[src/rtl/dot_product_pkg.sv]
// Shared constants, FSM encoding and width helpers for the dot-product accumulator.
// Optional feature macro: DOT_PRODUCT_FRAME_CNT_EN (see dot_product_accumulator.sv).
package dot_product_pkg;

    localparam int unsigned DEFAULT_N   = 4;
    localparam int unsigned DEFAULT_LEN = 8;

    // IDLE: no partial frame held; ACCUM: partial frame in progress
    typedef enum logic {
        ST_IDLE  = 1'b0,
        ST_ACCUM = 1'b1
    } state_t;

    // Ceiling log2 for elaboration-time widths
    function automatic int unsigned clog2(input int unsigned value);
        int unsigned res;
        int unsigned rem;
        res = 0;
        rem = value - 1;
        while (rem > 0) begin
            res = res + 1;
            rem = rem >> 1;
        end
        return res;
    endfunction

    // Accumulator width: product width plus headroom for LEN terms
    function automatic int unsigned acc_width(input int unsigned n, input int unsigned len);
        return 2 * n + clog2(len);
    endfunction

endpackage

[src/rtl/result_hold_reg.sv]
// One-entry valid/ready holding register; a load that finds the slot full
// is discarded and raises a sticky drop flag.
module result_hold_reg #(
    parameter int unsigned W = 8
) (
    input  logic         clk,
    input  logic         rst,
    input  logic         clear,
    input  logic         load,
    input  logic [W-1:0] load_data,
    input  logic         ready,
    output logic [W-1:0] data,
    output logic         valid,
    output logic         drop
);

    // Slot update: clear wins, then load into a free/draining slot, else drain
    always_ff @(posedge clk or posedge rst) begin
        if (rst) begin
            data  <= '0;
            valid <= 1'b0;
            drop  <= 1'b0;
        end else if (clear) begin
            valid <= 1'b0;
            drop  <= 1'b0;
        end else if (load && (!valid || ready)) begin
            data  <= load_data;
            valid <= 1'b1;
        end else if (load) begin
            drop  <= 1'b1;
        end else if (valid && ready) begin
            valid <= 1'b0;
        end
    end

endmodule

[src/rtl/dot_product_accumulator.sv]
// Sums each frame of LEN products from the upstream multiplier into one result
// and offers it on a valid/ready port; never stalls its input.
// Optional: define DOT_PRODUCT_FRAME_CNT_EN to add an 8-bit count of
// results transferred on the output handshake (frame_cnt).
module dot_product_accumulator
    import dot_product_pkg::*;
#(
    parameter  int unsigned N      = DEFAULT_N,
    parameter  int unsigned LEN    = DEFAULT_LEN,
    localparam int unsigned ACC_W  = acc_width(N, LEN),
    localparam int unsigned CNT_W  = clog2(LEN),
    localparam int unsigned PROD_W = 2 * N
) (
    input  logic              clk,
    input  logic              rst,
    input  logic              in_valid,
    input  logic [PROD_W-1:0] product,
    input  logic              clear,
    output logic [ACC_W-1:0]  sum,
    output logic              sum_valid,
    input  logic              sum_ready,
    output logic              drop_err,
`ifdef DOT_PRODUCT_FRAME_CNT_EN
    output logic [7:0]        frame_cnt,
`endif
    output logic [CNT_W-1:0]  elem_cnt
);

    localparam logic [CNT_W-1:0] LAST_IDX = CNT_W'(LEN - 1);

    state_t             state;
    logic [ACC_W-1:0]   acc;
    logic [ACC_W-1:0]   prod_ext;
    logic [ACC_W-1:0]   acc_next;
    logic               frame_done_c;

    // First product of a frame replaces the stale accumulator contents
    assign prod_ext     = ACC_W'(product);
    assign acc_next     = (state == ST_IDLE) ? prod_ext : acc + prod_ext;
    assign frame_done_c = in_valid && !clear && (elem_cnt == LAST_IDX);

    // Frame FSM, element counter and accumulator
    always_ff @(posedge clk or posedge rst) begin
        if (rst) begin
            state    <= ST_IDLE;
            acc      <= '0;
            elem_cnt <= '0;
        end else if (clear) begin
            state    <= ST_IDLE;
            elem_cnt <= '0;
        end else if (in_valid) begin
            if (elem_cnt == LAST_IDX) begin
                state    <= ST_IDLE;
                elem_cnt <= '0;
                acc      <= '0;
            end else begin
                state    <= ST_ACCUM;
                elem_cnt <= elem_cnt + CNT_W'(1);
                acc      <= acc_next;
            end
        end
    end

    result_hold_reg #(
        .W (ACC_W)
    ) u_hold (
        .clk       (clk),
        .rst       (rst),
        .clear     (clear),
        .load      (frame_done_c),
        .load_data (acc_next),
        .ready     (sum_ready),
        .data      (sum),
        .valid     (sum_valid),
        .drop      (drop_err)
    );

`ifdef DOT_PRODUCT_FRAME_CNT_EN
    // Count results actually handed downstream; wraps naturally at 8 bits
    always_ff @(posedge clk or posedge rst) begin
        if (rst) begin
            frame_cnt <= 8'd0;
        end else if (clear) begin
            frame_cnt <= 8'd0;
        end else if (sum_valid && sum_ready) begin
            frame_cnt <= frame_cnt + 8'd1;
        end
    end
`endif

endmodule
[config.mk]
export PLATFORM = sky130hd
export DESIGN_NAME = dot_product_accumulator
export DESIGN_NICKNAME = d
export VERILOG_FILES = /design/src/rtl/dot_product_pkg.sv /design/src/rtl/result_hold_reg.sv /design/src/rtl/dot_product_accumulator.sv
export SDC_FILE = /design/constraint.sdc
export NUM_CORES = 1
export LEC_CHECK = 0
export ABC_CLOCK_PERIOD_IN_PS = 2390
export CAP_MARGIN = 30
export CORE_UTILIZATION = 53
export DETAILED_ROUTE_END_ITERATION = 8
export PLACE_DENSITY = 0.8
export SYNTH_ARGS = -nofsm -noshare
export SYNTH_HDL_FRONTEND = slang
export SYNTH_SLANG_ARGS = --single-unit
[constraint.sdc]
create_clock -name clk -period 2.39 [get_ports clk]
set_input_delay 0.5975 -clock clk [delete_from_list [all_inputs] [get_ports clk]]
set_output_delay 0.5975 -clock clk [all_outputs]
set_load 0.03 [all_outputs]
==> impl_results.md <==
* Outcome: finished, final reports clean
* Synth cell count leaders: dfrtp_1 (28), nand2_1 (27), o21ai_0 (18)
* First-pass DRT Iterations at 5
* Finish-stage setup viols at 0
* Crit Path Max Fanout at 5
* Die X at 58.87 microns
* Worst-margin pin slew at 0.4721 ns
* Synth Flop Type: dfrtp_1
* Synth unique cells at 46
* CP Class: in2reg
* Pins Over Slew Limit at 0
* Clock buffer depth at 2
* Post-DP HPWL at 3074 microns
* Fin crit period at 2.262 ns
* Max-slew headroom at 68.53%
* GRT overflow at 0
* Syn Inst Count at 186
* Synth Warn # at 0
* Seq/Total Area, Yosys at 40.88%
* Detail Route Antenna Nets at 0
* Initial core utilization at 56.15%
* CTS Hold Buffers Added at 0
* Slowest CP cell: clkdlybuf4s50_1
* Leak at 0.9972 nW
* Ant diodes at 0
* Syn-to-layout area delta at 25.91%
* Largest area contributor in the synthesized netlist: dfrtp_1
* Vias at 1558
* Initial antenna violation count at 0
* Fin Clk Skew at 0.004401 ns
* Number of synthesized register bits at 28
* # rows at 20
* Fin nets at 248
* Vias in the first global route at 1552
* Area share of the largest cell type after synthesis at 40.88%
* Core box area at 0.003053 sq mm
* Mean area per synthesized cell at 9.216 sq um
* Syn Nets at 210
* Final hold vios at 0
* Total GRT Usage at 27.19%
* Post-CTS Setup Inserts at 0
* Die area at 0.003466 sq mm
* Maximum vdd drop at 0.0003278 V
* Setup slack, reg-to-reg at 0.37 ns
* H-tree Lvls at 1
* Die Y at 58.87 microns
* Final estimated routing congestion in global placement at 0.8301
* First-pass GRT wire length at 7086 microns
* CTS sink count at 28
* Clock latency on the worst-skew pair at 0.34 ns
* Via-to-Cell Ratio at 5.835
* Min-Delay Path Class: reg2reg
* DR WL/cell at 15.99 microns
* Worst-path clk slew at 0.16 ns
* I/O Buffers at 28
* Final wirelength at 4268 microns
* Critical path arrival at 2.51 ns
* Share of cells above drive strength 1 at 14.35%
* Most frequent cell after synthesis: dfrtp_1
* Critical Path End Type: flip-flop
* TNS Setup at 0 ns
* Maximum clock frequency at 442.0 MHz
* Root Buffer: clkbuf_4
* I/O pin count at 29
* Fin crit share at 94.65%
* CTS tree: built
* MaxCap Viol Count at 0
* Crit-path cells: clkdlybuf4s50_1, ha_1, a21oi_1, nand2_1, or3_1, a31oi_1, o21ai_0
* Critical Path Source Type: primary input
* Largest net degree at the start of global routing at 29
* Post-synth EDFFs at 0
* Synth area leaders: dfrtp_1 (41%), ha_1 (7.3%), nand2_1 (5.9%), mux2i_1 (5.8%), o21ai_0 (5.3%)
* Power Total at 1.280 mW
* Iter 0 DRT Violations at 92
* Num CTS Buffers at 3
* Worst path required time at 2.64 ns
* Number of remaining DRC errors at 0
* Max incr delay on CP at 0.42 ns
* Cell Pwr Density at 593.3 mW/mm^2
* Async SR Flop Fraction at 100.0%
* Mapped Area at 0.001714 sq mm
* Fill count at 249
[final timing paths]
| check | depth (start not counted) | startpoint | to |
|---|---|---|---|
| worst max register to register | 7 | elem_cnt[0] | u_hold.data[9] |
| worst min register to register | 2 | u_hold.data[7] | u_hold.data[7] |
| max in group asynchronous | 3 | rst | acc[7] |
| worst max-delay path | 7 | product[4] | u_hold.data[5] |
| min in group asynchronous | 3 | rst | u_hold.data[9] |
| worst min-delay path | 2 | u_hold.data[7] | u_hold.data[7] |
[registers in the layout (all words and copies together) (netlist names)]
name / count
elem_cnt: 3
state: 1
acc: 11
u_hold.valid: 1
u_hold.data: 11
u_hold.drop: 1
[cell type report]
class	instances	area [sq um]	area share, %
clock buffers	4	36.28	1.681
repair buffers	42	385.4	17.86
well taps	44	55.05	2.551
multi-input cells	145	965.9	44.75
flip-flops and latches	28	700.7	32.46
inverters	4	15.01	0.6957
[report_power, final]
part | switching, mW | internal [mW]
clock | 0.151 | 0.0935
combinational | 0.258 | 0.211
sequential | 0.0471 | 0.519
[kinds of logic (layout without fill, tap and decap cells)]
logic type,Yosys count,in the layout,share of synthesized area [%]
DFF,28,28,40.88
and+or+nand+nor,70,70,20.59
buffers and inverters,13,50,4.598
AOI/OAI and AO/OA,49,49,17.08
adders and majority gates,11,11,8.467
xor gates and xnor gates,5,5,2.555
muxes,10,10,5.840
[placed cells by master (no fill, tap or decap), types with 2 or more instances in the layout]
cell,instances
clkdlybuf4s50_1,28
and3_2,2
a21oi_2,3
ha_1,10
and3_1,3
buf_4,14
o211ai_1,2
nand2_1,27
nand2b_1,3
inv_1,3
o21ai_0,16
o21ai_1,2
xnor2_1,3
mux2i_1,10
dfrtp_1,28
a21oi_1,10
nand3_1,6
o31ai_1,3
a31oi_1,3
nor2_1,13
nor3_1,4
xor2_1,2
clkbuf_4,3
a21o_1,2
[metrics by stage]
step	hold slack, ns	utilization, %	cell area [sq um]	std cells	setup slack [ns]
after floorplan	0.4473	-	1714	186	0.2506
after global placement	0.4605	68.48	2091	263	-0.3617
after detailed placement	0.4699	68.48	2091	263	-0.4141
after CTS	0.5042	69.92	2135	267	0.06530
after global routing	0.5435	70.70	2158	267	-0.01430
final	0.5027	70.70	2158	267	0.1278
[layer usage]
layer / global-route usage (%) / up-vias / part of all wire [%]
met5: 0 / - / 0
met4: 11.22 / 0 / 1.6
met3: 2.418 / 9 / 4.9
met2: 47.89 / 50 / 51
met1: 34.18 / 762 / 42
li1: - / 737 / -
[worst max-delay path, delay by kind of cell]
family                   cells  cell delay [ns]
buffers and inverters        1             0.42
AND/OR/NAND/NOR              2             0.55
AO/OA/AOI/OAI                3             0.58
adder cells (fa/ha/maj)      1             0.36
[timing repair]
action / CTS / global route
gates resized for setup: 3 / 6
endpoints found under the setup margin: 2 / 10
pin swaps: 1 / 2
Note: power is estimated with default switching activity, not from simulation.
